**src/rtl/module_instruction_fetch.sv**
```systemverilog
`default_nettype none
// ============================================================================
// Module   : module_instruction_fetch
// Purpose  : MIPS instruction fetch stage. Holds the PC, addresses an
//            instruction memory with a one-cycle registered read, and hands
//            each fetched word to decode with its PC and a valid flag.
//            Supports decode back-pressure (stall) and branch/jump redirects.
// Revision : 1.0 - initial release
// ============================================================================
module module_instruction_fetch #(
    parameter int unsigned ADDRESS_BITS = 32,
    parameter int unsigned WORD_SIZE    = 32,
    parameter int unsigned MEMORY       = 1024,
    parameter int unsigned RESET_PC     = 0
) (
    input  logic                    clk,
    input  logic                    reset,
    input  logic                    stall,
    input  logic                    redirect,
    input  logic [ADDRESS_BITS-1:0] redirect_target,
    input  logic [WORD_SIZE-1:0]    instruction,
    output logic [ADDRESS_BITS-1:0] imem_addr,
    output logic [WORD_SIZE-1:0]    if_instr,
    output logic [ADDRESS_BITS-1:0] if_pc,
    output logic                    if_valid,
    output logic                    addr_err
);

    localparam logic [ADDRESS_BITS-1:0] c_RESET_PC = ADDRESS_BITS'(RESET_PC);
    localparam logic [ADDRESS_BITS-1:0] c_LAST_PC  = ADDRESS_BITS'(MEMORY - 1);
    localparam logic [ADDRESS_BITS-1:0] c_ONE      = ADDRESS_BITS'(1);
    // One extra bit so a memory depth of exactly 2^ADDRESS_BITS still compares correctly
    localparam logic [ADDRESS_BITS:0]   c_MEM_DEPTH = (ADDRESS_BITS + 1)'(MEMORY);

    // Fetch pointer, in-flight request and decode-facing output registers
    logic [ADDRESS_BITS-1:0] r_pc_q,       w_pc_d;
    logic [ADDRESS_BITS-1:0] r_pend_pc_q,  w_pend_pc_d;
    logic                    r_pend_valid_q, w_pend_valid_d;
    logic [WORD_SIZE-1:0]    r_if_instr_q, w_if_instr_d;
    logic [ADDRESS_BITS-1:0] r_if_pc_q,    w_if_pc_d;
    logic                    r_if_valid_q, w_if_valid_d;
    logic                    r_addr_err_q, w_addr_err_d;

    logic                    w_target_ok;

    assign w_target_ok = ({1'b0, redirect_target} < c_MEM_DEPTH);

    // During a stall the in-flight address is re-presented so the memory keeps
    // returning the same word, which removes the need for a skid buffer.
    assign imem_addr = stall ? r_pend_pc_q : r_pc_q;

    // Next-state selection with priority redirect > stall > advance
    always_comb begin
        w_pc_d         = r_pc_q;
        w_pend_pc_d    = r_pend_pc_q;
        w_pend_valid_d = r_pend_valid_q;
        w_if_instr_d   = r_if_instr_q;
        w_if_pc_d      = r_if_pc_q;
        w_if_valid_d   = r_if_valid_q;
        w_addr_err_d   = 1'b0;

        if (redirect) begin
            // Flush both the outstanding request and the word held for decode
            w_pend_valid_d = 1'b0;
            w_if_valid_d   = 1'b0;
            if (w_target_ok) begin
                w_pc_d = redirect_target;
            end else begin
                w_pc_d       = '0;
                w_addr_err_d = 1'b1;
            end
        end else if (!stall) begin
            w_pend_pc_d    = r_pc_q;
            w_pend_valid_d = 1'b1;
            w_pc_d         = (r_pc_q == c_LAST_PC) ? '0 : (r_pc_q + c_ONE);
            w_if_instr_d   = instruction;
            w_if_pc_d      = r_pend_pc_q;
            w_if_valid_d   = r_pend_valid_q;
        end
    end

    // State update with synchronous reset taking priority over everything
    always_ff @(posedge clk) begin
        if (reset) begin
            r_pc_q         <= c_RESET_PC;
            r_pend_pc_q    <= '0;
            r_pend_valid_q <= 1'b0;
            r_if_instr_q   <= '0;
            r_if_pc_q      <= '0;
            r_if_valid_q   <= 1'b0;
            r_addr_err_q   <= 1'b0;
        end else begin
            r_pc_q         <= w_pc_d;
            r_pend_pc_q    <= w_pend_pc_d;
            r_pend_valid_q <= w_pend_valid_d;
            r_if_instr_q   <= w_if_instr_d;
            r_if_pc_q      <= w_if_pc_d;
            r_if_valid_q   <= w_if_valid_d;
            r_addr_err_q   <= w_addr_err_d;
        end
    end

    assign if_instr = r_if_instr_q;
    assign if_pc    = r_if_pc_q;
    assign if_valid = r_if_valid_q;
    assign addr_err = r_addr_err_q;

endmodule
`default_nettype wire
```
**config.mk**
```make
export PLATFORM = sky130hd
export DESIGN_NAME = module_instruction_fetch
export DESIGN_NICKNAME = d
export VERILOG_FILES = /design/src/rtl/module_instruction_fetch.sv
export SDC_FILE = /design/constraint.sdc
export NUM_CORES = 1
export LEC_CHECK = 0
export BUFFER_PORTS_ARGS = -buffer_cell sky130_fd_sc_hd__buf_2
export CORE_ASPECT_RATIO = 1.75
export CORE_MARGIN = 2
export CORE_UTILIZATION = 34
export DETAILED_ROUTE_END_ITERATION = 12
export PLACE_DENSITY = 0.64
export RECOVER_POWER = 25
export SLEW_MARGIN = 0
export SYNTH_ARGS = -nofsm -noshare
export SYNTH_HDL_FRONTEND = slang
export SYNTH_SLANG_ARGS = --single-unit
export TNS_END_PERCENT = 30
```
**constraint.sdc**
```tcl
create_clock -name clk -period 2.4 [get_ports clk]
set_clock_uncertainty 0.05 [all_clocks]
set_input_delay 0.24 -clock clk [delete_from_list [all_inputs] [get_ports clk]]
set_output_delay 0.24 -clock clk [all_outputs]
set_load 0.01 [all_outputs]
```
After elaboration in Yosys (flattened, before gate mapping)
Index checks and enable logic that the tools add are counted.
Storage, ports and cells
  register bits: 131
  bits in latches: 0
  memory bits (writable): 0
  bits in read-only memories: 0
  output and inout port bits: 98
  memories kept: 0
Cells by class
  add/subtract/negate cells: 1
  multiply operators: 0
  divide/modulo/power cells: 0
  magnitude comparators: 1
  equality and inequality tests: 2
  shifts and indexed selects: 0
  muxes and demuxes: 6
  bitwise operators: 2
  reductions and logical operators: 3
Operators with widths (count)
  two-way mux 32 bit: 5
  adder 32 x 1 -> 32 bit (second input constant): 1
  equality test 32 x 10 -> 1 bit (second input constant): 1
  < comparator 32 x 11 -> 1 bit (second input constant): 1
  OR reduction 2 bit: 2
  != test 2 x 1 -> 1 bit (second input constant): 1
  NOT 1 bit: 2
  AND reduction 2 bit: 1
  two-way mux 1 bit: 1

Logic depth before layout (Yosys ltp)
Gate-level depths: netlist of the first run.
  depth after elaboration: 4
  gate-level depth with buffers: 8
  mapped depth without buffers: 6

Least setup slack after synthesis of the first run
Ideal clock, no wire load.
  path type: register -> register
  start point: reg r_pc_q[1]
  end point: reg r_pc_q[25]
  arrival: 1.678 ns
  required time: 2.221 ns
  slack: 0.543 ns
  stages on the path, launching flop included: 8
  buffers on the path: 1
  clock period less this slack: 1.857 ns
  cells stage by stage: dfxtp_1 > ha_1 > nor4bb_1 > nand4_1 > o21a_1 > buf_6 > a41oi_1 > a31oi_1
Between the ends
  cells in the longest elaborated chain, start to end: 4
Ends and longest elaborated chain
  start, declared: RTL line 36  | logic [ADDRESS_BITS-1:0] r_pc_q, w_pc_d;
  start signal, assigned: RTL line 85  | r_pc_q <= c_RESET_PC;
  start signal, assigned: RTL line 93  | r_pc_q <= w_pc_d;
  adder 32 x 1 -> 32 bit / equality test 32 x 10 -> 1 bit (equally long branches): RTL line 75  | w_pc_d = (r_pc_q == c_LAST_PC) ? '0 : (r_pc_q + c_ONE);
  two-way mux 32 bit (*): RTL line 75
  two-way mux 32 bit (*): RTL line 72  | end else if (!stall) begin
  two-way mux 32 bit (*): RTL line 62  | if (redirect) begin
Every way passes the cells marked *; elsewhere a longest branch is shown, timed or not. The select of a mux whose other input is x is not followed.
A chain may end at the register's enable or synchronous reset.

Worst setup path after layout of the first run
  start point: reg r_pc_q[1]
  end point: reg r_pc_q[11]
Same word-level chain as after synthesis.

==> flow_summary.json, run 1 <==
{
  "outcome": "finished clean",
  "worst_pin_slew_ns": 0.900,
  "wl_per_cell_um": 15.1,
  "ys_ff_latch": 131,
  "rsz0062_at_grt": "no",
  "dp_slack_ns": 0.0827,
  "drc_errors": 0,
  "synth_edf_count": 0,
  "reg2reg_slack_ns": 0.24,
  "critPathKind": "reg2reg",
  "setup_viol": 0,
  "drt_wl_total_um": 16300,
  "fp-row-count": 62,
  "synth_warnings": 0,
  "hp-start": "instruction[19]",
  "hold_path_depth": 3,
  "power_density_nw_per_um2": 704,
  "clock_latency_ns": 0.41,
  "slew_headroom_pct": 40.0,
  "place_congestion": 0.838,
  "synth.area.top_cells": "dfxtp_1 (47%), nand2_1 (15%), a21oi_1 (10%), mux2_2 (4.8%), clkbuf_1 (1.9%)",
  "grt_overflow": 0,
  "n_antenna_cell": 0,
  "finalWorstSetupSlack_ns": 0.237,
  "design_area_um2": 7130,
  "cp_max_fo": 23,
  "synthTopCellsByCount": "nand2_1 (226), dfxtp_1 (131), a21oi_1 (114)",
  "hold_viol": 0,
  "finalCritPeriodShare_pct": 90.1,
  "final_util_pct": 43.8,
  "final_nets": 938,
  "rr_endpoint": "r_pc_q[11]$_SDFFE_PP0P_",
  "synth.most_common_cell": "nand2_1",
  "cts_inserted_buffers": 17,
  "synth_area_leader_cell": "dfxtp_1",
  "regToRegStartpoint": "r_pc_q[1]$_SDFFE_PP0P_",
  "grt_max_degree": 60,
  "io_buffers": 165,
  "syn_area_um2": 5630,
  "cp-end-kind": "flip-flop",
  "worstPathRequired_ns": 2.62,
  "avgViaCountPerCell": 5.14,
  "dpl_cell_area_um2": 6620,
  "finalCriticalPeriod_ns": 2.16,
  "die_area_um2": 17600,
  "worstSetupStartpointType": "flip-flop",
  "slowest_stage": "o21a_2",
  "whs_endpoint": "if_instr[19]$_SDFFE_PP0P_",
  "crit_chain": "ha_1 -> nor4bb_1 -> nand4_1 -> o21a_2 -> a41oi_1 -> a31oi_1",
  "synth.distinct_cells": 54,
  "ys_async_sr_fraction_pct": 0,
  "drv_slew": 0,
  "post-layout-total-power_mw": 5.02,
  "grt_pass1_vias": 5192,
  "cts.sink_count": 131,
  "dp_hpwl_um": 11500,
  "synth_top_area_share_pct": 46.6,
  "clockBufferDepth": 2,
  "ir_drop_mv": 0.430,
  "clk_pin_slew_ns": 0.05,
  "syn_inst": 716,
  "fmax_mhz": 462,
  "drtIter0Drc": 235,
  "leakage_nw": 2.65,
  "r2r_cells": 6,
  "nFillCells": 1702,
  "synth_nets": 785,
  "postRouteAntennaNets": 0,
  "root_buffer": "clkbuf_16",
  "vias": 5517,
  "die_h_um": 174,
  "arrival_ns": 2.39,
  "coreArea_um2": 16300,
  "grt_usage_pct": 18.7,
  "syn_avg_cell_area_um2": 7.86,
  "htreeDepth": 4,
  "setup_tns_ns": 0,
  "cap_viol_max_count": 0,
  "firstDrtPassIters": 5,
  "drive_gt1_share_pct": 21.9,
  "grt_pass1_wl_um": 26500,
  "die_w_um": 101,
  "initial_core_util_pct": 34.5,
  "slowest_delay_ns": 0.44,
  "cts_tree": "done",
  "synth.yosys.seq_area_share_pct": 46.6,
  "antenna_found_initial": 0,
  "syn2layout_area_growth_pct": 26.7,
  "worstHoldPathType": "in2reg",
  "ios": 166,
  "synth_ff_type": "dfxtp_1"
}
==> stage by stage <==
stage                     cells  hold slack [ns]
after detailed placement   1042            0.394
after floorplan             716            0.326
after CTS                  1074          0.00614
after global placement     1042            0.389
final                      1074           0.0163
after global routing       1074          0.00298
==> how the worst max path moves through the flow <==
stage	from	end	slack, ns	depth (start not counted)
global route	r_pc_q[1]$_SDFFE_PP0P_	r_pc_q[25]$_SDFFE_PP0P_	0.008	6
finish	r_pc_q[1]$_SDFFE_PP0P_	r_pc_q[11]$_SDFFE_PP0P_	0.24	6
CTS	r_pc_q[1]$_SDFFE_PP0P_	r_pc_q[11]$_SDFFE_PP0P_	0.07	6
detailed placement	r_pc_q[1]$_SDFFE_PP0P_	r_pc_q[11]$_SDFFE_PP0P_	0.08	6
floorplan	r_pc_q[1]$_SDFFE_PP0P_	r_pc_q[25]$_SDFFE_PP0P_	0.54	7
global placement	r_pc_q[1]$_SDFFE_PP0P_	r_pc_q[11]$_SDFFE_PP0P_	0.18	6
==> timing repair <==
action,4_1_cts,5_1_grt
buffers inserted,0,0
hold buffers,0,0
setup endpoints to repair,0,17
resized for setup,0,1
==> report_power, final <==
part,internal [mW],leakage (nW),switching [mW]
registers,2.21,1.06,0.0160
logic,0.104,1.31,0.192
clock network,1.56,0.279,0.937
==> worst max-delay path: cells and delay by family (launching register included) <==
family | cells | cell delay, ns
DFF | 1 | 0.41
and+or+nand+nor | 2 | 0.53
adders and majority gates | 1 | 0.27
AOI/OAI and AO/OA | 3 | 0.75
==> registers in the layout, summed over array words and instances, names as in the netlist <==
signal	flops
r_pc_q	32
r_pend_pc_q	32
r_pend_valid_q	1
addr_err	1
if_instr	32
if_valid	1
if_pc	32
==> logic make-up (layout without fill, tap and decap cells) <==
| kind of cell | Yosys count | count (layout) | share of synthesized area [%] |
|---|---|---|---|
| compound gates | 173 | 173 | 17.1 |
| xor+xnor | 7 | 7 | 1.09 |
| fa+ha+maj | 1 | 1 | 0.222 |
| buf+inv | 61 | 227 | 4.71 |
| flops | 131 | 131 | 46.6 |
| mux | 25 | 25 | 4.98 |
| simple gates | 318 | 318 | 25.3 |
==> per-layer routing <==
layer	share of wire (%)	GRT usage (%)
met5	0	0
met4	3.0	8.67
met3	4.4	3.98
met2	51	30.9
met1	41	22.8
==> cell type report <==
type                            count  area (um^2)  share of cell area, %
Clock buffer                       25          505                   7.09
Clock inverter                      7         72.6                   1.02
Inverter                           11         41.3                  0.579
Multi-Input combinational cell    524         2750                   38.5
Sequential cell                   131         2620                   36.8
Tap cell                          192          240                   3.37
Timing Repair Buffer              184          898                   12.6
==> cells in the final DEF (no fill, tap or decap), types with 5 or more instances in the layout <==
master	instances
nand2_1	226
dfxtp_1	131
a21oi_1	114
buf_2	108
clkbuf_1	59
mux2_2	24
nand3_1	20
buf_4	19
o21ai_0	17
clkbuf_16	17
a31oi_1	15
nor4_1	13
inv_1	10
nor2_1	9
nor3_1	9
nand4_1	8
and3_1	5
xnor2_1	5
clkbuf_8	5
(Power assumes the default switching activity.)
==> inputs of run 2 (changes only) <==
- clock period: 2.4 -> 2.2 ns (I/O delays scaled with it)
==> run 2 against run 1 <==
First-iteration DRC count is 13% higher; global-route usage is 0.92 points higher; largest cell class unchanged; fmax is 7.2% higher; setup slack worse by 0.055 ns; cell count is 3.2% higher; die area stayed put.
==> flow_summary.json, run 2 (synthesis gave the netlist of run 1 again) <==
{
  "firstDrtPassIters": 5,
  "clock_latency_ns": 0.41,
  "drc_errors": 0,
  "die_w_um": 101,
  "worst_pin_slew_ns": 1.44,
  "whs_endpoint": "if_instr[3]$_SDFFE_PP0P_",
  "worstHoldPathType": "in2reg",
  "clk_pin_slew_ns": 0.06,
  "io_buffers": 165,
  "cp_max_fo": 7,
  "slowest_delay_ns": 0.42,
  "regToRegStartpoint": "r_pc_q[12]$_SDFFE_PP0P_",
  "hp-start": "instruction[3]",
  "rr_endpoint": "r_pc_q[0]$_SDFFE_PP0P_",
  "hold_path_depth": 3,
  "slowest_stage": "nor4_1",
  "drive_gt1_share_pct": 26.9,
  "grt_pass1_vias": 5607,
  "dpl_cell_area_um2": 6660,
  "vias": 5701,
  "grt_overflow": 0,
  "ir_drop_mv": 0.471,
  "finalWorstSetupSlack_ns": 0.182,
  "fp-row-count": 62,
  "drt_wl_total_um": 16900,
  "design_area_um2": 7560,
  "outcome": "finished clean",
  "syn2layout_area_growth_pct": 34.4,
  "slew_headroom_pct": 4.03,
  "wl_per_cell_um": 15.2,
  "postRouteAntennaNets": 0,
  "dp_slack_ns": -0.0915,
  "grt_max_degree": 67,
  "cp-end-kind": "flip-flop",
  "setup_tns_ns": 0,
  "ios": 166,
  "initial_core_util_pct": 34.5,
  "n_antenna_cell": 0,
  "hold_viol": 0,
  "die_area_um2": 17600,
  "setup_viol": 0,
  "final_cell_mix": "nand2_1 (226), buf_2 (155), dfxtp_1 (131)",
  "final_common_cell": "nand2_1",
  "final_nets": 972,
  "critPathKind": "reg2reg",
  "place_congestion": 0.850,
  "coreArea_um2": 16300,
  "fmax_mhz": 496,
  "power_density_nw_per_um2": 752,
  "cap_viol_max_count": 0,
  "cts_tree": "done",
  "grt_usage_pct": 19.6,
  "arrival_ns": 2.24,
  "leakage_nw": 3.02,
  "dp_hpwl_um": 11500,
  "drtIter0Drc": 265,
  "avgViaCountPerCell": 5.15,
  "antenna_found_initial": 0,
  "reg2reg_slack_ns": 0.18,
  "htreeDepth": 4,
  "grt_pass1_wl_um": 27800,
  "die_h_um": 174,
  "crit_chain": "nor4_1 -> nand4_1 -> buf_4 -> o21a_1 -> a32oi_1 -> o22ai_1",
  "cts.sink_count": 131,
  "finalCritPeriodShare_pct": 91.7,
  "cts_inserted_buffers": 17,
  "worstSetupStartpointType": "flip-flop",
  "finalCriticalPeriod_ns": 2.02,
  "clockBufferDepth": 2,
  "worstPathRequired_ns": 2.42,
  "root_buffer": "clkbuf_16",
  "r2r_cells": 6,
  "rsz0062_at_grt": "no",
  "drv_slew": 0
}
==> run 2: cell count changes in the layout (fill, tap and decap cells not counted), moves of 2 or more <==
cell and change:
buf_2 +47, bufinv_16 +2, clkbuf_1 -47, clkbuf_8 -2
clkinv_2 +3, clkinv_4 -2, dlygate4sd3_1 +29
==> run 2: critical path, delay by kind of cell, from the launching register on <==
family | cells | cell delay, ns
and+or+nand+nor | 2 | 0.68
AOI/OAI and AO/OA | 3 | 0.57
DFF | 1 | 0.38
buffers and inverters | 1 | 0.22
==> run 2: worst max path at each step <==
| stage | startpoint | end | slack [ns] | depth (start not counted) |
|---|---|---|---|---|
| finish | r_pc_q[12]$_SDFFE_PP0P_ | r_pc_q[0]$_SDFFE_PP0P_ | 0.18 | 6 |
| floorplan | r_pc_q[1]$_SDFFE_PP0P_ | r_pc_q[25]$_SDFFE_PP0P_ | 0.34 | 7 |
| global route | r_pc_q[1]$_SDFFE_PP0P_ | r_pc_q[0]$_SDFFE_PP0P_ | 0.008 | 7 |
| detailed placement | r_pc_q[16]$_SDFFE_PP0P_ | r_pc_q[11]$_SDFFE_PP0P_ | -0.09 | 5 |
| global placement | r_pc_q[16]$_SDFFE_PP0P_ | r_pc_q[11]$_SDFFE_PP0P_ | -0.03 | 5 |
| CTS | r_pc_q[16]$_SDFFE_PP0P_ | r_pc_q[11]$_SDFFE_PP0P_ | 0.07 | 5 |
==> run 2: timing repair <==
action                                  4_1_cts  5_1_grt
gates resized for setup                       1        2
hold buffers                                 29        0
endpoints found under the hold margin        29        0
endpoints found under the setup margin       11       18
gates cloned                                  0        1
pin swaps                                     0        2
setup buffers                                 0        1
==> run 2: metrics by stage <==
step	cells	utilization (%)	power, mW	hold slack (ns)
finish	1108	46.4	5.68	0.0146
global route	1108	46.4	5.87	0.0179
CTS	1106	46.4	5.73	0.000599
detailed placement	1045	40.9	2.81	0.393
global placement	1045	40.9	2.81	0.389
floorplan	716	-	2.66	0.306
==> run 2: where the power goes <==
| group | total [mW] | internal [mW] | switching, mW |
|---|---|---|---|
| combinational | 0.376 | 0.153 | 0.223 |
| clock | 2.88 | 1.86 | 1.02 |
| sequential | 2.42 | 2.41 | 0.0163 |
| total | 5.68 | 4.42 | 1.26 |
==> run 2: final cells by class <==
type,instances,area [um^2]
clock buffers,22,474
repair buffers,217,1280
multi-input cells,525,2770
clock inverters,10,130
flip-flops and latches,131,2620
inverters,11,41.3
well taps,192,240
fillers,1660,8730
==> run 2: layer usage <==
| layer | track usage (%) | vias up | routed length (um) |
|---|---|---|---|
| met5 | 0 | - | 0 |
| met4 | 9.85 | 0 | 664 |
| met3 | 3.98 | 38 | 641 |
| met2 | 33.1 | 141 | 8570 |
| met1 | 23.1 | 2682 | 7020 |
| li1 | - | 2840 | - |
==> inputs of run 3 (changes only) <==
- CORE_UTILIZATION: 34 -> 39
- PLACE_DENSITY: 0.64 -> 0.71
==> run 3 against run 2 <==
Global-route usage is 1.2 points higher; fmax shrank 1.0%; register-to-register slack lost 0.02 ns; sequential share of layout area up 0.98 points; highest routed layer unchanged; clock power down 2%.
==> flow_summary.json, run 3 (synthesis gave the netlist of run 1 again) <==
{
  "outcome": "finished clean",
  "slowest_stage": "dfxtp_1",
  "crit_chain": "ha_2 -> nor4bb_1 -> nand4_1 -> o21a_1 -> buf_12 -> a41oi_1 -> a31oi_1",
  "ir_drop_mv": 0.545,
  "reg2reg_slack_ns": 0.16,
  "grt_usage_pct": 20.8,
  "initial_core_util_pct": 39.6,
  "final_cell_mix": "nand2_1 (226), dfxtp_1 (130), buf_2 (129)",
  "root_buffer": "clkbuf_16",
  "wl_per_cell_um": 15.1,
  "setup_tns_ns": 0,
  "hold_viol": 0,
  "slowest_delay_ns": 0.39,
  "critPathKind": "reg2reg",
  "clock_latency_ns": 0.41,
  "slew_headroom_pct": 35.4,
  "antenna_found_initial": 0,
  "n_antenna_cell": 0,
  "cts_tree": "done",
  "worstPathRequired_ns": 2.42,
  "final_nets": 958,
  "worst_pin_slew_ns": 0.969,
  "cap_viol_max_count": 0,
  "grt_pass1_vias": 5211,
  "worstSetupStartpointType": "flip-flop",
  "die_w_um": 94.8,
  "io_buffers": 165,
  "drive_gt1_share_pct": 23.3,
  "fmax_mhz": 491,
  "vias": 5671,
  "grt_pass1_wl_um": 25500,
  "ios": 166,
  "coreArea_um2": 14200,
  "drc_errors": 0,
  "power_density_nw_per_um2": 761,
  "post-cts-setup-buffers": 0,
  "drtIter0Drc": 348,
  "grt_max_degree": 70,
  "worstHoldPathType": "in2reg",
  "final_util_pct": 51.7,
  "arrival_ns": 2.26,
  "finalCriticalPeriod_ns": 2.04,
  "drt_wl_total_um": 16300,
  "dp_hpwl_um": 11000,
  "die_area_um2": 15400,
  "drv_slew": 0,
  "setup_viol": 0,
  "syn2layout_area_growth_pct": 30.8,
  "cts.sink_count": 131,
  "leakage_nw": 2.83,
  "firstDrtPassIters": 5,
  "postRouteAntennaNets": 0,
  "htreeDepth": 4,
  "clockBufferDepth": 2,
  "fp-row-count": 58,
  "rsz0062_at_grt": "no",
  "finalCritPeriodShare_pct": 92.7,
  "cts_inserted_buffers": 17,
  "grt_overflow": 0,
  "clk_pin_slew_ns": 0.05,
  "final_common_cell": "nand2_1",
  "die_h_um": 163,
  "avgViaCountPerCell": 5.24,
  "cp_max_fo": 23,
  "cp-end-kind": "flip-flop",
  "place_congestion": 0.872
}
run 3: changes by cell type in the layout (fill, tap and decap cells not counted), sizes merged:
cell,change
dlygate4sd3,-9
clkbuf,+29
clkinvlp,-1
o21a,-1
buf,-32
run 3: cell type report:
type                            instances  area (um^2)
Clock inverter                          9          130
Fill cell                            1406         6870
Sequential cell                       131         2620
Inverter                               11         41.3
Tap cell                              180          225
Multi-Input combinational cell        524         2740
Timing Repair Buffer                  204         1140
Clock buffer                           23          458
run 3: routing by layer:
layer	wire, um	global-route usage (%)
met1	6480	24.0
met2	8660	35.9
met3	662	4.58
met4	517	9.49
met5	0	0
run 3: path summary, 6_finish.rpt:
path / to / cells after the start / startpoint
max: r_pc_q[11]$_SDFFE_PP0P_ / 7 / r_pc_q[0]$_SDFFE_PP0P_
min: if_instr[23]$_SDFFE_PP0P_ / 3 / instruction[23]
max reg2reg: r_pc_q[11]$_SDFFE_PP0P_ / 7 / r_pc_q[0]$_SDFFE_PP0P_
min reg2reg: if_pc[19]$_SDFFE_PP0P_ / 2 / if_pc[19]$_SDFFE_PP0P_
run 3: worst max-delay path, delay by kind of cell (launching register included):
kind / cells / cell delay (ns)
AO/OA/AOI/OAI: 3 / 0.53
flip-flops: 1 / 0.39
adder cells (fa/ha/maj): 1 / 0.24
buffers and inverters: 1 / 0.16
AND/OR/NAND/NOR: 2 / 0.53
run 3: metrics by stage:
| step | area (um^2) | hold slack [ns] | worst slack, ns | cells | total power [mW] |
|---|---|---|---|---|---|
| 6_report | 7360 | 0.00794 | 0.161 | 1082 | 5.60 |
| 5_1_grt | 7360 | 0.00697 | 0.0116 | 1082 | 5.77 |
| 4_1_cts | 7420 | 0.00153 | 0.108 | 1082 | 5.64 |
| 3_5_place_dp | 6630 | 0.394 | 0.125 | 1030 | 2.81 |
| 3_3_place_gp | 6630 | 0.389 | 0.234 | 1030 | 2.80 |
| 2_1_floorplan | 5630 | 0.306 | 0.343 | 716 | 2.66 |
run 3: repair_timing:
action / in CTS / in global routing
hold buffers: 20 / 0
gates resized for setup: 0 / 2
setup endpoints to repair: 0 / 6
hold endpoints to repair: 20 / 0
run 3: report_power, final:
part	internal, mW	total, mW	switching (mW)	leakage [nW]
registers	2.41	2.42	0.0178	1.06
clock network	1.81	2.82	1.01	0.285
logic	0.138	0.352	0.215	1.48
